$ cat config.mk
export PLATFORM = sky130hd
export DESIGN_NAME = csk_symbol_packer
export DESIGN_NICKNAME = d
export VERILOG_FILES = /design/src/rtl/csk_symbol_packer.sv
export SDC_FILE = /design/constraint.sdc
export NUM_CORES = 1
export LEC_CHECK = 0
export CORE_UTILIZATION = 50
export DETAILED_ROUTE_END_ITERATION = 16
export GPL_TIMING_DRIVEN = 0
export PLACE_DENSITY = 0.72
export RECOVER_POWER = 100
export SLEW_MARGIN = 5
export SYNTH_ARGS = -nofsm -noshare
export SYNTH_HDL_FRONTEND = slang
export SYNTH_SLANG_ARGS = --single-unit
$ cat constraint.sdc
create_clock -name clkin -period 2.34 [get_ports clkin]
set_input_delay 0.702 -clock clkin [delete_from_list [all_inputs] [get_ports clkin]]
set_output_delay 0.702 -clock clkin [all_outputs]
set_load 0.005 [all_outputs]
$ cat src/rtl/csk_symbol_packer.sv
// csk_symbol_packer
//   Upstream feeder for the 6-bit M-sequence code-shift generator. Repacks a
//   valid/ready byte stream MSB-first into 6-bit shift codes, framing each packet
//   with PREAMBLE_LEN preamble symbols and sending IDLE_CODE between packets.
//
// Ports
//   clkin      : clock
//   rstn       : synchronous, active-low reset
//   s_data     : input byte, bit 7 sent first
//   s_valid    : s_data valid
//   s_last     : final byte of the frame
//   s_ready    : byte accepted on an edge with s_valid && s_ready
//   gen_ready  : generator consumes `code` on every edge where this is 1
//   code       : registered code to be transmitted next
//   busy       : frame in progress
//   underrun   : one-cycle pulse, a data symbol was due with fewer than 6 bits buffered
//   frame_done : one-cycle pulse, the last symbol of a frame has been consumed
module csk_symbol_packer #(
    parameter logic [5:0]  IDLE_CODE     = 6'd0,
    parameter logic [5:0]  PREAMBLE_CODE = 6'd62,
    parameter int unsigned PREAMBLE_LEN  = 4
) (
    input  logic       clkin,
    input  logic       rstn,
    input  logic [7:0] s_data,
    input  logic       s_valid,
    input  logic       s_last,
    output logic       s_ready,
    input  logic       gen_ready,
    output logic [5:0] code,
    output logic       busy,
    output logic       underrun,
    output logic       frame_done
);

    typedef enum logic [1:0] {
        StIdle,
        StPreamble,
        StData
    } state_e;

    localparam logic [3:0] PreLen = 4'(PREAMBLE_LEN);

    state_e      state_q, state_d;
    logic [5:0]  code_q, code_d;
    logic [13:0] acc_q, acc_d;
    logic [3:0]  bitcnt_q, bitcnt_d;
    logic        last_seen_q, last_seen_d;
    logic [3:0]  pre_cnt_q, pre_cnt_d;
    logic        underrun_q, underrun_d;
    logic        frame_done_q, frame_done_d;

    logic        accept;
    logic        data_step;
    logic [13:0] acc_ext;
    logic [3:0]  cnt_ext;
    logic [5:0]  pad_mask;

    // Registers only: no combinational path from s_valid to s_ready.
    assign s_ready = (state_q != StIdle) && (bitcnt_q <= 4'd5) && !last_seen_q;
    assign accept  = s_valid && s_ready;

    // Keeps only the bitcnt valid bits at the top of the final short symbol.
    assign pad_mask = ~(6'h3F >> bitcnt_q);

    always_comb begin
        state_d      = state_q;
        code_d       = code_q;
        last_seen_d  = last_seen_q;
        pre_cnt_d    = pre_cnt_q;
        underrun_d   = 1'b0;
        frame_done_d = 1'b0;
        data_step    = 1'b0;
        acc_ext      = acc_q;
        cnt_ext      = bitcnt_q;

        if (gen_ready) begin
            unique case (state_q)
                StIdle: begin
                    if (s_valid) begin
                        code_d    = PREAMBLE_CODE;
                        pre_cnt_d = 4'd1;
                        state_d   = StPreamble;
                    end else begin
                        code_d = IDLE_CODE;
                    end
                end
                StPreamble: begin
                    if (pre_cnt_q < PreLen) begin
                        code_d    = PREAMBLE_CODE;
                        pre_cnt_d = pre_cnt_q + 4'd1;
                    end else begin
                        state_d   = StData;
                        data_step = 1'b1;
                    end
                end
                StData: begin
                    data_step = 1'b1;
                end
                default: begin
                    state_d = StIdle;
                    code_d  = IDLE_CODE;
                end
            endcase
        end

        // Symbol extraction always works on the pre-accept accumulator.
        if (data_step) begin
            if (bitcnt_q >= 4'd6) begin
                code_d  = acc_q[13:8];
                acc_ext = acc_q << 6;
                cnt_ext = bitcnt_q - 4'd6;
            end else if (last_seen_q && (bitcnt_q != 4'd0)) begin
                code_d  = acc_q[13:8] & pad_mask;
                acc_ext = '0;
                cnt_ext = 4'd0;
            end else if (last_seen_q) begin
                code_d       = IDLE_CODE;
                frame_done_d = 1'b1;
                last_seen_d  = 1'b0;
                state_d      = StIdle;
            end else begin
                code_d     = IDLE_CODE;
                underrun_d = 1'b1;
            end
        end

        acc_d    = acc_ext;
        bitcnt_d = cnt_ext;
        if (accept) begin
            // Place the new byte directly below whatever bits remain after extraction.
            acc_d    = acc_ext | ({s_data, 6'b0} >> cnt_ext);
            bitcnt_d = cnt_ext + 4'd8;
            if (s_last) begin
                last_seen_d = 1'b1;
            end
        end
    end

    always_ff @(posedge clkin) begin
        if (!rstn) begin
            state_q      <= StIdle;
            code_q       <= IDLE_CODE;
            acc_q        <= '0;
            bitcnt_q     <= '0;
            last_seen_q  <= 1'b0;
            pre_cnt_q    <= '0;
            underrun_q   <= 1'b0;
            frame_done_q <= 1'b0;
        end else begin
            state_q      <= state_d;
            code_q       <= code_d;
            acc_q        <= acc_d;
            bitcnt_q     <= bitcnt_d;
            last_seen_q  <= last_seen_d;
            pre_cnt_q    <= pre_cnt_d;
            underrun_q   <= underrun_d;
            frame_done_q <= frame_done_d;
        end
    end

    assign code       = code_q;
    assign busy       = (state_q != StIdle);
    assign underrun   = underrun_q;
    assign frame_done = frame_done_q;

endmodule

### Yosys cells after proc, flatten, opt, wreduce, memory -nomap -nowiden

Index checks and enable logic that the tools add are counted.

* bits in latches: 0
* logic and storage cells: 76
* memories kept: 0
* input port bits: 13
* ROM bits: 0
* RAM bits: 0
* register bits: 33

* bitwise operators: 5
* mux-type cells: 36
* reductions and logical operators: 13
* divide/modulo/power cells: 0
* equal/unequal tests: 6
* magnitude comparators: 3
* add/subtract/negate cells: 3
* shift-type cells: 2
* $mul: 0

Operators with widths (count)
* 2-to-1 mux 14 bit: 4
* 2-to-1 mux 6 bit: 6
* 2-to-1 mux 4 bit: 6
* one-hot mux 6 bit (3 select lines): 1
* 2-to-1 mux 2 bit: 7
* bitwise OR 14 bit: 1
* >> shifter 14 x 4 -> 14 bit: 1
* 2-to-1 mux 1 bit: 9
* one-hot mux 4 bit (2 select lines): 1
* bitwise AND 6 bit: 1
* inequality test 2 bit (second input constant): 3
* NOT 6 bit: 1
* one-hot mux 2 bit (3 select lines): 1
* nonzero test 2 bit: 3
* >> shifter 6 x 4 -> 6 bit (first input constant): 1
* adder 4 x 1 -> 4 bit (second input constant): 1
* adder 4 bit (second input constant): 1
* >= comparator 4 x 3 -> 1 bit (second input constant): 1
* <= comparator 4 x 3 -> 1 bit (second input constant): 1
* logical AND 1 bit: 4
* less-than comparator 4 x 3 -> 1 bit (second input constant): 1
* AND reduction 4 bit: 1
* nonzero test 4 bit: 1
* OR reduction 4 bit: 1
* 9 further kinds: 10

### Longest topological paths before layout

Gate-level depths: netlist of run 1.

* word-level depth: 8
* mapped depth: 10
* gate-level depth less buffers: 8

### Least setup slack after synthesis of run 1

Ideal clock, no wire load.

* kind: register to register
* start point: reg state_q[1]
* end point: reg acc_q[7]
* arrival: 2039 ps
* path buffers: 0
* setup time: 122 ps
* period minus slack after synthesis: 2161 ps
* setup slack: 179 ps
* cell stages (with the launch flop): 8
* path through: dfxtp_1 -> inv_1 -> ha_1 -> o21ai_2 -> a211oi_2 -> mux2_2 -> mux2_2 -> a221o_1

* word-level cells in the longest chain between the ends: 7

RTL lines
* start: declaration: RTL line 44 `state_e state_q, state_d;`
* start signal: assignment: RTL line 142 `state_q <= StIdle;`
* start signal: assignment: RTL line 151 `state_q <= state_d;`
* equality test 2 bit / equality test 2 x 1 -> 1 bit (equally long branches): RTL line 78 `unique case (state_q)`
* one-hot mux 1 bit (2 select lines): RTL line 78
* 2-to-1 mux 1 bit: RTL line 77 `if (gen_ready) begin`
* 2-to-1 mux 4 bit: RTL line 108 `if (data_step) begin`
* >> shifter 14 x 4 -> 14 bit: RTL line 132 `acc_d = acc_ext | ({s_data, 6'b0} >> cnt_ext);`
* bitwise OR 14 bit: RTL line 132
* 2-to-1 mux 14 bit *: RTL line 130 `if (accept) begin`
* end signal: assignment: RTL line 144 `acc_q <= '0;`
* end signal: assignment: RTL line 153 `acc_q <= acc_d;`
* end: declaration: RTL line 46 `logic [13:0] acc_q, acc_d;`

Every way passes the cells marked *; elsewhere a longest branch is shown, timed or not.
A chain may end at the register's enable or synchronous reset.

### Worst setup path in the final report of run 1

* start point: reg state_q[1]
* end point: reg acc_q[4]

Same word-level chain as after synthesis.

==> results of run 1 <==
==> layout by cell type (no fill, tap or decap), types with 4 or more instances in the layout <==
master,netlist,layout
nand3_1,12,12
nand2_1,19,19
nor3_1,4,4
a21oi_1,19,19
clkdlybuf4s50_1,0,11
ha_1,8,5
a22oi_1,6,6
a31oi_1,4,4
o21ai_0,16,15
inv_1,12,10
nor2_1,33,33
dfxtp_1,33,29
clkbuf_8,0,5
buf_4,1,12
a221o_1,5,5
dlygate4sd3_1,0,9
mux2i_1,8,6
nor2b_1,4,4
==> flip-flops by register name, summed over array words and instances (netlist names) <==
| name | count |
|---|---|
| acc_q | 14 |
| code | 6 |
| pre_cnt_q | 4 |
| state_q | 2 |
| frame_done | 1 |
| bitcnt_q | 4 |
| last_seen_q | 1 |
| underrun | 1 |
==> through the flow <==
step / std cells / worst slack, ps / utilization [%] / TNS, ps
after global routing: 332 / -55.4 / 68.5 / -247
after CTS: 321 / 14.1 / 64.0 / 0
after global placement: 313 / -636 / 60.7 / -8200
after detailed placement: 313 / -646 / 60.7 / -8400
final: 332 / 1.92 / 68.5 / 0
after floorplan: 243 / 179 / - / 0
==> worst min-delay path, stage by stage, from the launching register on <==
cell and delay [ps]:
dfxtp_1 310, nand2b_1 60, a21oi_1 50
==> kinds of logic (layout without fill, tap and decap cells) <==
logic type      after synthesis  after routing  share of synthesized area, %
mux                          11             11                          5.66
flops                        33             33                          32.9
simple gates                 84             84                          19.5
compound gates               85             85                          31.8
buf+inv                      22             63                          5.16
fa+ha+maj                     8              8                          4.98
==> final cells by class <==
cell class                 count  area (µm²)  area share (%)
clock inverter                 3        17.5           0.678
multi-input combinational    188        1350            52.2
sequential                    33         671            26.0
timing repair buffer          33         302            11.7
tap                           48        60.1            2.33
buffer                         8        53.8            2.08
clock buffer                   5        68.8            2.66
inverter                      14        61.3            2.37
==> synth_stat cells (all sizes together) (4+ instances only) <==
master	n
a2111oi	4
a21oi	20
a221o	5
a22oi	6
a31oi	4
buf	5
dfxtp	33
ha	8
inv	12
mux2i	8
nand2	20
nand3	12
nor2	33
nor2b	4
nor3	4
o21ai	18
==> worst min path at each step <==
stage	start	endpoint	slack, ps	cells past startpoint
global route	acc_q[2]$_SDFF_PN0_	acc_q[2]$_SDFF_PN0_	490	1
CTS	code[0]$_SDFFE_PN0P_	code[0]$_SDFFE_PN0P_	470	2
finish	code[0]$_SDFFE_PN0P_	code[0]$_SDFFE_PN0P_	470	2
detailed placement	code[0]$_SDFFE_PN0P_	code[0]$_SDFFE_PN0P_	460	2
floorplan	acc_q[1]$_SDFF_PN0_	acc_q[1]$_SDFF_PN0_	440	1
global placement	acc_q[2]$_SDFF_PN0_	acc_q[2]$_SDFF_PN0_	460	1
==> layer usage <==
metal | vias to the layer above | track usage, % | wire length (µm) | part of all wire (%)
met5 | - | 0 | 0 | 0
met4 | 0 | 10.6 | 88 | 1.6
met3 | 10 | 4.34 | 323 | 5.9
met2 | 70 | 45.1 | 2570 | 47
met1 | 934 | 33.9 | 2460 | 45
li1 | 984 | - | - | -
==> timing repair <==
action	CTS	global route
setup endpoints to repair	15	17
pin swaps	1	9
buffers inserted	0	11
gates resized for setup	14	21
==> power breakdown <==
group / switching, mW / internal (mW)
combinational: 0.0992 / 0.0874
sequential: 0.0105 / 0.576
clock: 0.224 / 0.205
==> impl_metrics.env, run 1 <==
export IMPL_run_status="complete, no violations"
export IMPL_synthFlopType="dfxtp_1"
export IMPL_relSlewSlack_pct=60.9
export IMPL_critPathMaxStageDelay_ps=470
export IMPL_maxCapViolCount=0
export IMPL_critPathBufInv=1
export IMPL_grt_max_degree=12
export IMPL_cts_buffer_depth=2
export IMPL_max_clock_freq_mhz=428
export IMPL_core_area_um2=3770
export IMPL_r2r_setup_slack_ps=2
export IMPL_final_cell_area_um2=2580
export IMPL_r2r_start="state_q[1]$_SDFF_PN0_"
export IMPL_io_pins=23
export IMPL_numCtsBuffers=5
export IMPL_die_w_um=65.4
export IMPL_antenna_found_initial=0
export IMPL_ctsHoldBuffers=0
export IMPL_grt_pass1_vias=1834
export IMPL_area_growth_syn_to_layout_pct=28.4
export IMPL_grt_pass1_wl_mm=8.63
export IMPL_fp_dieArea_um2=4280
export IMPL_crit_path_start="state_q[1]$_SDFF_PN0_"
export IMPL_rsz0062_at_grt="true"
export IMPL_yosysSeqAreaShare_pct=32.9
export IMPL_irDropWorstVdd_mv=0.413
export IMPL_hold_slack_ps=470
export IMPL_path_clk_slew_ps=70
export IMPL_critPathRequiredTime_ps=2520
export IMPL_critical_path_class="flip-flop to flip-flop"
export IMPL_drt_initial_drc_count=80
export IMPL_synth_async_reset_ratio_pct=0
export IMPL_synth_top_cell_by_area="dfxtp_1"
export IMPL_fin_crit_ps=2340
export IMPL_syn_num_nets=264
export IMPL_hold_violations=0
export IMPL_htree_levels=2
export IMPL_synth_edf_count=0
export IMPL_vias_per_cell=6.02
export IMPL_placed_area_um2=2290
export IMPL_cp_top_family="compound AO/OA/AOI/OAI gates"
export IMPL_timing_final_crit_share_pct=99.9
export IMPL_r2r_cells=7
export IMPL_setup_violations=0
export IMPL_hpwl_mm=3.85
export IMPL_syn_area_um2=2010
export IMPL_worst_slew_pin_slew_ps=580
export IMPL_endpoint="acc_q[4]$_SDFF_PN0_"
export IMPL_root_buffer="clkbuf_8"
export IMPL_wl_mm=5.44
export IMPL_row_count=22
export IMPL_port_buffers=22
export IMPL_synth_area_leaders="dfxtp_1, nor2_1, ha_1"
export IMPL_cp_data_arrival_time_ps=2520
export IMPL_drive_gt1_share_pct=18.7
export IMPL_fin_nets=304
export IMPL_cp_slowest_cell="mux2i_1"
export IMPL_gp_congestion=0.844
export IMPL_p_leak_nw=1.02
export IMPL_clock_latency_ps=280
export IMPL_crit_chain="inv_1 -> ha_4 -> o21a_4 -> o21ai_2 -> mux2i_1 -> o22ai_1 -> a221o_1"
export IMPL_drv_slew=0
export IMPL_r2r_end="acc_q[4]$_SDFF_PN0_"
export IMPL_cts_sinks=33
export IMPL_die_h_um=65.4
export IMPL_synthCells=243
export IMPL_nFillCells=322
export IMPL_start_util_pct=53.3
export IMPL_drc=0
export IMPL_syn_avg_cell_area_um2=8.27
export IMPL_antennaDiodeCount=0
export IMPL_antenna_left=0
export IMPL_total_power_mw=1.20
export IMPL_tritoncts="done"
export IMPL_wl_per_cell_um=16.4
export IMPL_path_depth=7
export IMPL_grt_overflow=0
export IMPL_firstDrtPassIters=4
export IMPL_grt_use_total_pct=26.8
export IMPL_endpoint_kind="flip-flop"
export IMPL_via_count=1998
export IMPL_startpoint_type="flip-flop"
export IMPL_synth_warning_count=0
export IMPL_hp_class="flip-flop to flip-flop"
export IMPL_powerDensity_nw_per_um2=466
export IMPL_finClkSkew_ps=6.29
export IMPL_synth_distinct_cells=53
export IMPL_ys_seq_elements=33
export IMPL_synth_top_area_share_pct=32.9
export IMPL_worst_path_max_fanout=10
No activity file was read; power rests on OpenSTA's default activity.
==> run 2, diff against run 1 <==
Settings changed: HOLD_SLACK_MARGIN from default to 0.08, RECOVER_POWER 100 to 50.
==> results of run 2 <==
Final layout, timing and power as in run 1 (identical DEF).
==> RTL edit, RTL diff (flow settings as in run 2) <==
Put one more register stage on the output `underrun`, with the module's reset. The value now appears one clock later. The other outputs are not delayed to match. Comments in the files are not updated.
--- a/src/rtl/csk_symbol_packer.sv
+++ b/src/rtl/csk_symbol_packer.sv
@@ -162,5 +162,11 @@
     assign code       = code_q;
     assign busy       = (state_q != StIdle);
-    assign underrun   = underrun_q;
+    always_ff @(posedge clkin) begin
+        if (!rstn) begin
+            underrun <= '0;
+        end else begin
+            underrun <= underrun_q;
+        end
+    end
     assign frame_done = frame_done_q;
 
Function: changed (a bounded check fails within 10 cycles, from zero or initial values and one cycle with rstn low).
==> RTL edit against run 2 <==
Synthesized area increased by 1.2%. Critical path depth increased by 2. Largest cell class unchanged. Total power increased by 11%. First-iteration DRC count increased by 45%. Sequential power increased by 3.7%. Sequential cell count increased by 1. Wire length decreased by 2.0%. Core utilization decreased by 0.43 points. Design area decreased by 0.63%. Setup slack improved by 55 ps. Maximum frequency increased by 2.4%. Synthesized cell count unchanged. Clock skew increased by 3.6 ps. Final cell count decreased by 1.5%. Largest power group unchanged.
==> RTL edit: results (changes against run 2) <==
Run status:
- The flow ran to the end, and the final reports show no timing, DRC or antenna violations.

Yosys:
- Ranked by instance count, the synthesized netlist is headed by 34 x sky130_fd_sc_hd__dfxtp_1, 26 x sky130_fd_sc_hd__nor2_1, 19 x sky130_fd_sc_hd__nand2_1.
- Ranked by total cell area, the synthesized netlist is headed by sky130_fd_sc_hd__dfxtp_1 33%, sky130_fd_sc_hd__ha_1 4.9%, sky130_fd_sc_hd__nor2_1 4.8%, sky130_fd_sc_hd__a21oi_1 4.2%, sky130_fd_sc_hd__and3_1 3.7%.
- The number of unique standard cell types used by synthesis came to 49 (-7.5%).
- The post-synthesis sequential area ratio is 33.44% (+0.58 points).

Routing:
- The met3 wirelength from detailed routing is 328 um (+1.5%).
- The wire length reported by the detailed router is 5333 um (-2.0%).
- The routed metal-1 wire length came to 2459 um (+0.16%).
- The iteration count of the initial detailed-routing pass is 5 (+1).
- The count of routing violations after the opening detailed-route iteration came to 116 (+45%).
- The routed length on met2 is 2470 um (-4.0%).
- The total via count in the routed design is 1975 (-1.2%).
- The mean number of vias per cell came to 6.040 (+0.36%).

Power and ir drop:
- The maximum resistive drop on vdd is 0.0003244 V (-21%).
- The leakage power came to 1.062 nW (+3.8%).

Worst setup path:
- The flop-to-flop setup slack is 60 ps (+50 ps).
- The longest individual stage delay on the worst path was 370 ps (-100 ps).
- The slowest library cell on the worst path is sky130_fd_sc_hd__a2111oi_2.
- The arrival time of the worst setup path is 2460 ps (-60 ps).
- The origin of the critical flop-to-flop path is state_q[0].
- The nature of the critical path startpoint is a flop.

Placed design:
- The number of buffers inserted by port buffering is 21 (-4.5%).
- The last weighted congestion value of the routability-driven placer is 0.9344 (+11%).
- The detailed placer's ending HPWL came to 3820 um (-0.92%).

STA:
- The slew at the pin with the worst max-slew slack is 576.1 ps (-4.217 ps).
- The worst hold slack is 437.6 ps (-32.05 ps).
- The worst clock skew is 9.867 ps (+3.578 ps).

Cells and area:
- The net count reported at finish came to 300 (-1.3%).
- The fraction of layout instances using a drive strength above 1 was 16.13% (-2.5 points).

GRT:
- The met3 track demand over resource in global routing was 6.034% (+1.7 points).
- The number of global-route vias before repair is 1897 (+3.4%).
- The pin count of the biggest net entering global routing is 11 (-1).
- The global routing met1 resource utilization is 37.21% (+3.3 points).
- The global router's overall resource usage is 27.64% (+0.86 points).
- The global-route wire length before repair is 9032 um (+4.7%).
- The met2 demand-to-capacity share in global routing is 43.37% (-1.7 points).

Min path:
- In this run the most critical hold path is launched from underrun_q.
## RTL edit: changes by cell type after synthesis, moves of 4 or more
cell                               run 2  this run
sky130_fd_sc_hd__o21ai_0              16        10
sky130_fd_sc_hd__mux2i_1               8         4
sky130_fd_sc_hd__nor2_1               33        26
sky130_fd_sc_hd__a2111oi_0             4         0
sky130_fd_sc_hd__and3_1                1        12
sky130_fd_sc_hd__clkbuf_1              3         7
sky130_fd_sc_hd__o21a_1                1         6
## RTL edit: metrics by stage
stage / cell area [um^2] / setup WS (ps) / utilization [%] / total power (W)
floorplan: 2036 / 140.9 / - / 0.0007072
global placement: 2306 / -513.6 / 61.15 / 0.0007767
detailed placement: 2306 / -504.5 / 61.15 / 0.0007776
CTS: 2532 / 19.75 / 67.15 / 0.001332
global route: 2566 / 4.025 / 68.05 / 0.001376
finish: 2566 / 56.44 / 68.05 / 0.001330
## RTL edit: power breakdown
part / total (W) / switching (W) / internal (W)
Clock: 0.000551 / 0.000211 / 0.000341
Combinational: 0.000170 / 0.0000887 / 0.0000813
Sequential: 0.000609 / 0.0000134 / 0.000595
Total: 0.00133 / 0.000313 / 0.00102
## RTL edit: repair_timing
action                                  4_1_cts  5_1_grt
hold buffers                                  0        0
endpoints found under the setup margin       10       12
setup buffers                                 4        4
endpoints found under the hold margin         0        0
pin swaps                                     4        4
resized for setup                            22        6
## RTL edit: area by class of cell
| type | instances | area [um^2] |
|---|---|---|
| Multi-Input combinational cell | 186 | 1328 |
| Fill cell | 315 | 1205 |
| Sequential cell | 34 | 685.7 |
| Timing Repair Buffer | 29 | 264.0 |
| Clock buffer | 6 | 82.58 |
| Buffer | 14 | 82.58 |
| Tap cell | 48 | 60.06 |
| Inverter | 9 | 33.78 |
| Clock inverter | 1 | 30.03 |
## RTL edit: cell families after synthesis
family,synth area share [%]
AOI/OAI and AO/OA,30.61
adders and majority gates,4.917
buffers and inverters,5.409
DFF,33.44
muxes,3.073
and+or+nand+nor,22.56
## RTL edit: worst reg2reg max path, stage by stage (launching register included)
cell and delay, ps:
sky130_fd_sc_hd__dfxtp_4 360, sky130_fd_sc_hd__inv_1 140, sky130_fd_sc_hd__ha_4 250, sky130_fd_sc_hd__and2_4 170, sky130_fd_sc_hd__o211a_4 150, sky130_fd_sc_hd__buf_6 150
sky130_fd_sc_hd__o22a_4 240, sky130_fd_sc_hd__a211o_1 270, sky130_fd_sc_hd__a2111oi_2 370, sky130_fd_sc_hd__nor3_1 80
## RTL edit: worst paths after layout
path,endpoint,cells after the start
worst max-delay path,acc_q[5],9
worst min-delay path,underrun,1
worst max register to register,acc_q[5],9
worst min register to register,underrun,1
